`config.mk`:
```
export PLATFORM = sky130hd
export DESIGN_NAME = window7_gen
export DESIGN_NICKNAME = d
export VERILOG_FILES = /design/src/rtl/window7_gen.sv
export SDC_FILE = /design/constraint.sdc
export NUM_CORES = 1
export LEC_CHECK = 0
export ABC_AREA = 0
export BUFFER_PORTS_ARGS = -buffer_cell sky130_fd_sc_hd__buf_4
export CORE_AREA = 3 3 106 108
export CTS_CLUSTER_SIZE = 8
export DETAILED_ROUTE_END_ITERATION = 16
export DIE_AREA = 0 0 109 111
export HOLD_SLACK_MARGIN = 0.12
export PLACE_DENSITY_LB_ADDON = 0.2
export SLEW_MARGIN = 5
export SYNTH_ARGS = -nofsm -noshare
export SYNTH_HDL_FRONTEND = slang
export SYNTH_SLANG_ARGS = --single-unit
```
`constraint.sdc`:
```
create_clock -name clk -period 1.7 [get_ports clk]
set_input_delay 0.17 -clock clk [delete_from_list [all_inputs] [get_ports clk]]
set_output_delay 0.17 -clock clk [all_outputs]
set_load 0.01 [all_outputs]
```
`src/rtl/window7_gen.sv`:
```
// 7-sample sliding window with replicate-border padding, one window per input sample.
// Latency: window for centre x-3 is valid one cycle after p_x is accepted; 3 flush cycles close each line.
module window7_gen #(
  parameter int DATA_WIDTH = 14,
  parameter int LINE_LEN   = 64
) (
  input  logic                    clk,
  input  logic                    rst_n,
  input  logic                    sync_clr,
  input  logic                    in_valid,
  output logic                    in_ready,
  input  logic [DATA_WIDTH-1:0]   in_value,
  output logic                    out_window_valid,
  output logic [7*DATA_WIDTH-1:0] out_window_value,
  output logic                    out_line_end
);

  localparam int CW = $clog2(LINE_LEN);
  localparam int SW = 7 * DATA_WIDTH;
  localparam logic [CW-1:0] LAST = CW'(LINE_LEN - 1);

  typedef enum logic [1:0] {ST_START, ST_RUN, ST_FLUSH} state_e;

  state_e          state_q, state_d;
  logic [CW-1:0]   cnt_q, cnt_d;
  logic [1:0]      fcnt_q, fcnt_d;
  logic [SW-1:0]   sreg_q, sreg_d;
  logic            vld_q, vld_d;
  logic            le_q, le_d;
  logic            accept;

  assign in_ready = (state_q != ST_FLUSH);
  assign accept   = in_valid && in_ready && !sync_clr;

  always_comb begin
    state_d = state_q;
    cnt_d   = cnt_q;
    fcnt_d  = fcnt_q;
    sreg_d  = sreg_q;
    vld_d   = 1'b0;
    le_d    = 1'b0;
    if (sync_clr) begin
      state_d = ST_START;
      cnt_d   = '0;
      fcnt_d  = '0;
    end else begin
      case (state_q)
        ST_START: begin
          if (accept) begin
            sreg_d  = {7{in_value}};
            cnt_d   = CW'(1);
            state_d = ST_RUN;
          end
        end
        ST_RUN: begin
          if (accept) begin
            sreg_d = {in_value, sreg_q[SW-1:DATA_WIDTH]};
            cnt_d  = cnt_q + CW'(1);
            vld_d  = (cnt_q >= CW'(3));
            if (cnt_q == LAST) begin
              state_d = ST_FLUSH;
              fcnt_d  = '0;
            end
          end
        end
        ST_FLUSH: begin
          // Replicate the last sample to pad the right border.
          sreg_d = {sreg_q[SW-1:SW-DATA_WIDTH], sreg_q[SW-1:DATA_WIDTH]};
          vld_d  = 1'b1;
          fcnt_d = fcnt_q + 2'd1;
          if (fcnt_q == 2'd2) begin
            le_d    = 1'b1;
            state_d = ST_START;
            cnt_d   = '0;
            fcnt_d  = '0;
          end
        end
        default: begin
          state_d = ST_START;
          cnt_d   = '0;
          fcnt_d  = '0;
        end
      endcase
    end
  end

  always_ff @(posedge clk or negedge rst_n) begin
    if (!rst_n) begin
      state_q <= ST_START;
      cnt_q   <= '0;
      fcnt_q  <= '0;
      sreg_q  <= '0;
      vld_q   <= 1'b0;
      le_q    <= 1'b0;
    end else begin
      state_q <= state_d;
      cnt_q   <= cnt_d;
      fcnt_q  <= fcnt_d;
      sreg_q  <= sreg_d;
      vld_q   <= vld_d;
      le_q    <= le_d;
    end
  end

  assign out_window_valid = vld_q;
  assign out_window_value = sreg_q;
  assign out_line_end     = le_q;

endmodule
```
==> results of run 1 <==
[cell families (layout without fill, tap and decap cells)]
kind of cell	count (synthesis)	in the layout	synth area share, %
AOI/OAI and AO/OA	201	201	21.9
and+or+nand+nor	169	169	15.0
DFF	110	110	56.1
buffers and inverters	44	198	5.00
adders and majority gates	6	6	1.53
muxes	2	2	0.408
[cell usage after synthesis (3+ instances only)]
cell,instances,area (µm²)
a21oi_1,88,440
buf_2,11,55.1
buf_4,5,37.5
buf_6,6,67.6
clkbuf_1,10,37.5
dfrtp_1,110,2750
ha_1,6,75.1
inv_1,9,33.8
nand2_1,118,443
nand2b_1,4,25.0
nand3_1,11,55.1
nand4_1,3,18.8
nor2_1,4,15.0
nor2b_1,16,100
nor3_1,5,25.0
o21ai_0,67,335
o21ai_1,28,140
o21ai_2,6,52.6
o311ai_0,4,35.0
[power groups by stage]
stage	Clock [mW]	Sequential, mW	Combinational (mW)
CTS	1.61	4.14	3.78
floorplan	0	4.42	1.37
detailed placement	0	4.19	3.71
finish	1.59	4.14	3.83
global placement	0	4.16	3.63
global route	1.73	4.26	4.19
[worst max-delay path: stages (launching register included)]
cell     delay, ps
dfrtp_1        410
inv_1          110
ha_2           240
buf_4          140
inv_1           80
buf_4          160
[flip-flops by register name, indices dropped and copies added, names as in the netlist]
signal	count
out_window_value	98
cnt_q	6
fcnt_q	2
state_q	2
out_line_end	1
out_window_valid	1
[layout make-up]
type	instances	share of cell area [%]
Sequential cell	110	41.7
Tap cell	136	2.58
Clock inverter	7	1.14
Clock buffer	9	1.88
Timing Repair Buffer	173	22.3
Inverter	9	0.512
Multi-Input combinational cell	378	29.8
[metrics by stage]
| step | util, % | TNS [ps] |
|---|---|---|
| 4_1_cts | 63.3 | 0 |
| 6_report | 63.9 | 0 |
| 3_5_place_dp | 59.4 | -143 |
| 5_1_grt | 63.9 | -979 |
| 2_1_floorplan | - | 0 |
| 3_3_place_gp | 59.4 | 0 |
[routing by layer]
metal  vias up  part of all wire (%)
met5         -                     0
met4         0                   2.9
met3        29                   6.5
met2       151                    44
met1      2027                    46
li1       2127                     -
[repair_timing]
action	4_1_cts	5_1_grt
setup endpoints to repair	33	91
hold buffers	17	0
setup buffers	1	3
endpoints found under the hold margin	130	0
resized for setup	7	15
pin swaps	0	1
[worst min path at each step]
stage	end	startpoint	slack, ps	cells past startpoint
2_1_floorplan	cnt_q[0]	rst_n	-130	0
3_3_place_gp	out_window_value[9]	rst_n	300	2
3_5_place_dp	out_window_value[25]	rst_n	290	2
4_1_cts	out_window_value[25]	rst_n	430	3
5_1_grt	out_window_value[8]	rst_n	470	3
6_report	out_window_value[11]	rst_n	400	3
==> results.md, run 1 <==
* Slew of the pin with the lowest slew margin at 569 ps
* Post-route cell area at 6590 µm²
* Switching Fraction at 37.2%
* Fin worst setup slack at 6.58 ps
* Core box area at 10300 µm²
* Worst path required time at 1530 ps
* Global route total overflow at 0
* Met2 usage at 29.1%
* GPL Wtd Cong at 0.789
* Dpl ws at -32.9 ps
* Fin cells at 822
* Final hold violations at 0
* Die Area at 12100 µm²
* Commonest non-fill, non-tap cell in the layout: buf_4
* Type of the most critical hold path: in2async
* Post-synth EDFFs at 0
* Pins Over Slew Limit at 0
* Synth-to-Final Area Change at 34.5%
* Die Ht at 111 µm
* Max Freq at 0.591 GHz
* Unrepaired setup endpoints after global routing: true
* R2R setup slack at 7 ps
* First-pass DRT Iterations at 4
* MaxCap Viol Count at 0
* DRT Wirelength at 12300 µm
* Type of element capturing the critical path: output pin
* Power Internal at 6.00 mW
* Register area share after synthesis at 56.1%
* Die X-Extent at 109 µm
* FP Rows at 37
* Antenna diode count at 0
* Vias in the first global route at 3945
* Global-route wire length before repair at 19800 µm
* Highest-count cells in the layout ignoring fill and taps: buf_4 (145), nand2_1 (118), dfrtp_1 (110)
* Worst r2r dst: out_window_value[92]
* Iter 0 DRT Violations at about 220
* Cells after synthesis at 532
* Multi-input logic area at 1970 µm²
* Total Nets Final at 705
* Clk buf depth at 2
* Final Power at 9.55 mW
* Final Cycle Share at 99.6%
* CP startpoint: state_q[0]
* Switch Pwr at 3.56 mW
* Outcome: finished clean
* Top_reg_cell synth: dfrtp_1
* Met3 Use GR at 4.02%
* Initial antenna violation count at 0
* Reg area at 2750 µm²
* Gr busiest metal: met1
* Dpl cells at 785
* Slew headroom at 62.1%
* Flops & latches, synth at 110
* R2r startpoint: state_q[0]
* Critical Path Fanout Max at 4
* ANT nets after route at 0
* Async set-reset flop share out of synthesis at 100%
* Vias/cell at about 5.3
* Htree depth at 3
* Gr usage total at approximately 20%
* Top Ports at about 120
* WP data arrival at around 1500 ps
* Clock-pin slew on the worst setup and hold paths at 110 ps
* Final setup fails at 0
* Routed via count at 4334
* Part of the power in registers at 43.3%
* Clock Power Share at 16.6%
* Synth Net Count at 556
* Share of cells above drive strength 1 at 28.1%
* Root buffer cell: clkbuf_8
* Cell Pwr Density at 1450 nW/µm²
* CP Capture Point: in_ready
* Placed Area at slightly above 6000 µm²
* DRC at 0
* Detailed placement HPWL at 8680 µm
* Tmin final at 1690 ps
* Buffers on Ports at about 120
* R2R cell count at 7
* Worst vdd ir at 571 µV
* Initial core utilization at 47.5%
* Leakage power total at between 3 and 4 nW
* Yosys warning total at 0
* Comb power frac at 40.0%
* CTS tree: yes
* Final Hold Slack at 402 ps
* Final clock skew at 9.34 ps
* Number of fill cells at 885
* Synth cell types at 36
* Syn_area_per_cell at 9.22 µm²
* Mapped Area at 4900 µm²
* Met1 Usage GRT at approximately 29%
* Setup Crit Path Kind: reg2out
* CP startpoint kind: register
* Num CTS Buffers at 9
* Worst skew pair latency at 370 ps
* Routed WL per cell at 15.0 µm
* Largest net degree at the start of global routing at 111
* Clk sinks at 110
Power figures use the tool's default switching activity.
==> run 2, diff against run 1 <==
--- a/config.mk
+++ b/config.mk
@@ -7,10 +7,10 @@
 export LEC_CHECK = 0
 export ABC_AREA = 0
 export BUFFER_PORTS_ARGS = -buffer_cell sky130_fd_sc_hd__buf_4
-export CORE_AREA = 3 3 106 108
+export CORE_AREA = 3 3 115 117
 export CTS_CLUSTER_SIZE = 8
 export DETAILED_ROUTE_END_ITERATION = 16
-export DIE_AREA = 0 0 109 111
+export DIE_AREA = 0 0 118 120
 export HOLD_SLACK_MARGIN = 0.12
 export PLACE_DENSITY_LB_ADDON = 0.2
 export SLEW_MARGIN = 5
==> run 2 against run 1 <==
Sequential cell count did not move. Critical path depth up 2. Design area is 2.8% higher. Sequential power hardly changed. Register-to-register slack improved by 30 ps. Non-clock buffer count up 2. Hold slack got worse by 270 ps. Critical path type is now reg2reg. Critical endpoint is now out_window_value[94]. Largest power group unchanged.
==> results.md, run 2 (synthesis results as in run 1) <==
* DRC at 0 (unchanged)
* FP Rows at 41 (was 37)
* Commonest non-fill, non-tap cell in the layout: buf_4 (unchanged)
* Met3 Use GR at 4.24% (was 4.02%)
* GPL Wtd Cong at 0.820 (was 0.789)
* Share of cells above drive strength 1 at 27.8% (was 28.1%)
* Final Cycle Share at 97.6% (was 99.6%)
* Antenna diode count at 0 (unchanged)
* Leakage power total at 3.18 nW (was 3.11 nW)
* Setup TNS at 0 ps (unchanged)
* Cell Pwr Density at 1510 nW/µm² (was 1450 nW/µm²)
* ANT nets after route at 0 (unchanged)
* Gr busiest metal: met1 (unchanged)
* Worst vdd ir at 529 µV (was 571 µV)
* Initial antenna violation count at 0 (unchanged)
* Worst path required time at 1940 ps (was 1530 ps)
* Worst skew pair latency at 350 ps (was 370 ps)
* CP startpoint kind: register (unchanged)
* Tmin final at 1660 ps (was 1690 ps)
* Final hold violations at 0 (unchanged)
* Root buffer cell: clkbuf_16 (was clkbuf_8)
* Iter 0 DRT Violations at 305 (was 224)
* Die X-Extent at 118 µm (was 109 µm)
* Largest register FFs at 98 (unchanged)
* Met2 usage at 25.3% (was 29.1%)
* Die Area at 14200 µm² (was 12100 µm²)
* Vias/cell at 4.95 (was 5.27)
* Routed WL per cell at 15.0 µm (about the same)
* Setup Crit Path Kind: reg2reg (was reg2out)
* Largest net degree at the start of global routing at 67 (was 111)
* Die Ht at 120 µm (was 111 µm)
* Core box area at 12500 µm² (was 10300 µm²)
* Met1 Usage GRT at 25.5% (was 29.4%)
* Global-route wire length before repair at 20000 µm (was 19800 µm)
* Type of the most critical hold path: in2reg (was in2async)
* Num CTS Buffers at 9 (unchanged)
* Final setup fails at 0 (unchanged)
* Pins Over Slew Limit at 0 (unchanged)
* Slew headroom at 74.7% (was 62.1%)
* First-pass DRT Iterations at 4 (unchanged)
* MaxCap Viol Count at 0 (unchanged)
* Critical Path Fanout Max at 22 (was 4)
* Type of element capturing the critical path: register (was output pin)
* Top Ports at 119 (unchanged)
* Clock-pin slew on the worst setup and hold paths at 70 ps (was 110 ps)
* Slew of the pin with the lowest slew margin at 379 ps (was 569 ps)
* Synth-to-Final Area Change at 38.3% (was 34.5%)
* Outcome: finished clean (unchanged)
* Clk buf depth at 2 (unchanged)
* Detailed placement HPWL at 9090 µm (was 8680 µm)
* Core Util, Final at 54.4% (was 63.9%)
* Number of fill cells at 1150 (was 885)
* Final clock skew at 6.05 ps (was 9.34 ps)
* Vias in the first global route at 3753 (was 3945)
* Highest-count cells in the layout ignoring fill and taps: buf_4 (146), nand2_1 (118), dfrtp_1 (110) (was buf_4 (145), nand2_1 (118), dfrtp_1 (110))
* Clk sinks at 110 (unchanged)
* Global route total overflow at 0 (unchanged)
* Htree depth at 3 (unchanged)
* Buffers on Ports at 118 (unchanged)
* Initial core utilization at 39.3% (was 47.5%)
* Gr usage total at 17.5% (was 20.3%)
* Max Freq at 0.603 GHz (was 0.591 GHz)
* Total Nets Final at 707 (was 705)
* Routed via count at 4259 (was 4334)
* CTS tree: yes (unchanged)
* DRT Wirelength at 12900 µm (was 12300 µm)
* WP data arrival at 1900 ps (was 1520 ps)
[run 2: cell count changes in the layout (fill, tap and decap cells not counted), sizes merged]
cell,delta
clkbuf,+4
clkinv,-2
clkinvlp,-2
buf,+1
bufinv,+1
dlygate4sd3,-1
inv,+1
[run 2: per-layer routing]
layer / wire length (µm) / vias up
met2: 5790 / 124
met3: 737 / 16
met1: 6190 / 1978
met4: 212 / 0
met5: 0 / -
li1: - / 2141
[run 2: repair_timing]
item | 4_1_cts | 5_1_grt
gates resized for setup | 1 | 16
pin swaps | 0 | 1
setup buffers | 1 | 0
hold buffers | 16 | 0
endpoints found under the hold margin | 129 | 0
gates cloned | 0 | 2
endpoints found under the setup margin | 17 | 90
[run 2: area by class of cell]
cell class / count / area [µm²] / area share, %
Multi-Input combinational cell: 378 / 1950 / 28.7
Inverter: 9 / 33.8 / 0.498
Tap cell: 172 / 215 / 3.17
Clock inverter: 5 / 81.3 / 1.20
Sequential cell: 110 / 2750 / 40.6
Clock buffer: 11 / 243 / 3.58
Timing Repair Buffer: 175 / 1510 / 22.2
[run 2: final timing paths]
check	startpoint	cells after the start	endpoint	slack [ps]
worst min register to register	out_window_value[12]	2	out_window_value[12]	480
worst min-delay path	in_valid	3	out_window_valid	140
min in group asynchronous	rst_n	2	out_window_value[4]	200
max in group asynchronous	rst_n	3	cnt_q[5]	880
worst max-delay path	state_q[0]	7	out_window_value[94]	40
worst max register to register	state_q[0]	7	out_window_value[94]	40
[run 2: metrics by stage]
step / hold slack [ps] / worst slack [ps] / std cells / cell area, µm² / total power [mW]
floorplan: -126 / 40.9 / 532 / 4910 / 5.79
global placement: 24.5 / 28.2 / 825 / 6180 / 7.80
detailed placement: 22.6 / -68.5 / 825 / 6180 / 7.90
CTS: 127 / 9.16 / 858 / 6680 / 10.2
global route: 152 / -45.7 / 860 / 6780 / 10.9
finish: 137 / 41.3 / 860 / 6780 / 10.3
[run 2: worst max-delay path, cell delays in order (launching register included)]
cell,delay (ps)
dfrtp_1,350
inv_1,100
ha_4,200
nand2b_1,180
or3_4,400
buf_12,170
nand2_1,90
o21ai_2,60
[run 2: report_power, final]
| part | internal [mW] | leakage, nW | switching (mW) | total (mW) |
|---|---|---|---|---|
| sequential | 3.44 | 1.40 | 0.715 | 4.16 |
| combinational | 1.88 | 1.62 | 1.95 | 3.83 |
| clock | 1.34 | 0.156 | 0.947 | 2.28 |
| total | 6.66 | 3.18 | 3.61 | 10.3 |
==> run 3, diff against run 2 <==
--- a/config.mk
+++ b/config.mk
@@ -12,6 +12,7 @@
 export DETAILED_ROUTE_END_ITERATION = 16
 export DIE_AREA = 0 0 118 120
 export HOLD_SLACK_MARGIN = 0.12
+export MAX_ROUTING_LAYER = met4
 export PLACE_DENSITY_LB_ADDON = 0.2
 export SLEW_MARGIN = 5
 export SYNTH_ARGS = -nofsm -noshare
==> run 3 against run 2 <==
Routed wire length increased by 0.10%. Critical path depth decreased by 1. Clock skew about the same. Clock power about the same. Final cell count increased by 0.12%. Fmax decreased by 1.5%. Global-route usage increased by 0.53 points. First-iteration DRC count decreased by 4.6%. Sequential power about the same. Via count increased by 0.68%. Combinational power about the same. Sequential cell count unchanged.
==> results.md, run 3 (synthesis results as in run 1) <==
* GPL Wtd Cong at 0.832 (was 0.820)
* Die X-Extent at 118 µm (unchanged)
* Clock-pin slew on the worst setup and hold paths at 70 ps (about the same)
* Initial antenna violation count at 0 (unchanged)
* Setup Crit Path Kind: reg2reg (unchanged)
* DRT Wirelength at 13000 µm (was 12900 µm)
* Slew of the pin with the lowest slew margin at 389 ps (was 379 ps)
* Power Internal at 6.65 mW (was 6.66 mW)
* Global route total overflow at 0 (unchanged)
* CP startpoint kind: register (unchanged)
* CTS tree: yes (unchanged)
* Clk sinks at 110 (unchanged)
* Final setup fails at 0 (unchanged)
* Pins Over Slew Limit at 0 (unchanged)
* Placed Area at 6180 µm² (unchanged)
* Worst path required time at 1970 ps (was 1940 ps)
* MaxCap Viol Count at 0 (unchanged)
* FP Rows at 41 (unchanged)
* Dpl ws at -68.5 ps (unchanged)
* Die Ht at 120 µm (unchanged)
* Worst vdd ir at 560 µV (was 529 µV)
* Post-route cell area at 6800 µm² (was 6780 µm²)
* Core box area at 12500 µm² (unchanged)
* Initial core utilization at 39.3% (unchanged)
* Type of the most critical hold path: in2reg (unchanged)
* R2R setup slack at 20 ps (was 40 ps)
* Root buffer cell: clkbuf_16 (unchanged)
* Core Util, Final at 54.5% (was 54.4%)
* Max Freq at 0.594 GHz (was 0.603 GHz)
* Final clock skew at 5.94 ps (was 6.05 ps)
* Synth-to-Final Area Change at 38.7% (was 38.3%)
* Tmin final at 1680 ps (was 1660 ps)
* Antenna diode count at 0 (unchanged)
* R2R cell count at 6 (was 7)
* WP data arrival at 1960 ps (was 1900 ps)
* Cells along the critical path: buf_6 -> ha_4 -> nand2b_4 -> or3_4 -> clkbuf_16 -> o21ai_1 (was inv_1 -> ha_4 -> nand2b_1 -> or3_4 -> buf_12 -> nand2_1 -> o21ai_2)
* Part of the power in registers at 40.6% (was 40.5%)
* DRC at 0 (unchanged)
* Cell Pwr Density at 1510 nW/µm² (about the same)
* Hold Crit Depth at 3 (unchanged)
* Routed via count at 4288 (was 4259)
* Highest-count cells in the layout ignoring fill and taps: buf_4 (146), nand2_1 (116), dfrtp_1 (110) (was buf_4 (146), nand2_1 (118), dfrtp_1 (110))
* Type of element capturing the critical path: register (unchanged)
* Final Hold Slack at 149 ps (was 137 ps)
* Iter 0 DRT Violations at 291 (was 305)
* Largest net degree at the start of global routing at 67 (unchanged)
* WHS Endpoint: out_window_valid (unchanged)
* Switch Pwr at 3.61 mW (about the same)
* Share of cells above drive strength 1 at 28.4% (was 27.8%)
* Unrepaired setup endpoints after global routing: true
* Critical Path Fanout Max at 11 (was 22)
* Detailed placement HPWL at 9090 µm (unchanged)
* Final Cycle Share at 99.1% (was 97.6%)
* Crit path largest cell delay at 410 ps (was 400 ps)
* Routed WL per cell at 15.0 µm (about the same)
* ANT nets after route at 0 (unchanged)
* Largest register FFs at 98 (unchanged)
* Vias/cell at 4.98 (was 4.95)
* First-pass DRT Iterations at 4 (unchanged)
* Outcome: finished clean (unchanged)
* Slowest cell on the critical path: or3_4 (unchanged)
* Hold path start: in_valid (unchanged)
* Htree depth at 3 (unchanged)
* WP buf/inv at 2 (unchanged)
* R2r startpoint: state_q[1] (was state_q[0])
* Worst r2r dst: out_window_value[90] (was out_window_value[94])
* Num CTS Buffers at 9 (unchanged)
* Leakage power total at 3.19 nW (was 3.18 nW)
* Slew headroom at 74.0% (was 74.7%)
* Gr usage total at 18.0% (was 17.5%)
* Clock Power Share at 22.2% (about the same)
* Vias in the first global route at 3754 (was 3753)
* Cell family with most CP delay: simple AND/OR/NAND/NOR gates (unchanged)
* Global-route wire length before repair at 20000 µm (about the same)
* Worst skew pair latency at 350 ps (about the same)
* Fin worst setup slack at 15.4 ps (was 41.3 ps)
* Top Ports at 119 (unchanged)
* Total Nets Final at 708 (was 707)
* Switching Fraction at 35.2% (was 35.1%)
* Final hold violations at 0 (unchanged)
* Buffers on Ports at 118 (unchanged)
* Comb power frac at 37.2% (was 37.3%)
* Die Area at 14200 µm² (unchanged)
* Clk buf depth at 2 (unchanged)
* Commonest non-fill, non-tap cell in the layout: buf_4 (unchanged)
run 3: changes by cell type in the layout (fill, tap and decap cells not counted), sizes merged:
cell / delta
buf: +1
run 3: tightest hold or removal path, delay by kind of cell:
kind	cells	cell delay, ps
compound gates	2	150
buf+inv	1	130
run 3: layer usage:
layer  track usage [%]  part of all wire [%]  up-vias
met5                 -                     0        -
met4              6.81                   1.7        0
met3              4.19                   5.4       19
met2              25.3                    45      124
met1              25.6                    48     2008
li1                  -                     -     2137
run 3: worst max-delay path by stage:
stage | depth (start not counted) | to | start
detailed placement | 7 | out_window_value[94] | state_q[0]
floorplan | 8 | out_window_value[84] | state_q[0]
CTS | 7 | out_window_value[94] | state_q[0]
global placement | 7 | out_window_value[93] | state_q[0]
finish | 6 | out_window_value[90] | state_q[1]
global route | 6 | cnt_q[0] | state_q[0]
run 3: power by group through the flow:
stage          logic [mW]  registers (mW)  clock network [mW]
2_1_floorplan        1.37            4.42                   0
3_3_place_gp         3.61            4.18                   0
3_5_place_dp         3.69            4.21                   0
4_1_cts              3.75            4.16                2.32
5_1_grt              4.20            4.28                2.43
6_report             3.81            4.16                2.28
run 3: metrics by stage:
step,TNS [ps],total power [mW],std cells
floorplan,0,5.79,532
global placement,0,7.80,825
detailed placement,-746,7.90,825
CTS,0,10.2,858
global route,-119,10.9,861
finish,0,10.3,861
run 3: cell type report:
| class | instances | area, µm² |
|---|---|---|
| Fill cell | 1148 | 5670 |
| Sequential cell | 110 | 2750 |
| Multi-Input combinational cell | 378 | 1960 |
| Timing Repair Buffer | 176 | 1510 |
| Clock buffer | 11 | 243 |
| Tap cell | 172 | 215 |
| Clock inverter | 5 | 81.3 |
| Inverter | 9 | 33.8 |
run 3: what timing repair did:
action,CTS,global route
pin swaps,0,1
setup buffers,1,1
gates cloned,0,2
hold endpoints to repair,129,0
setup endpoints to repair,17,90
hold buffers,16,0
resized for setup,1,20
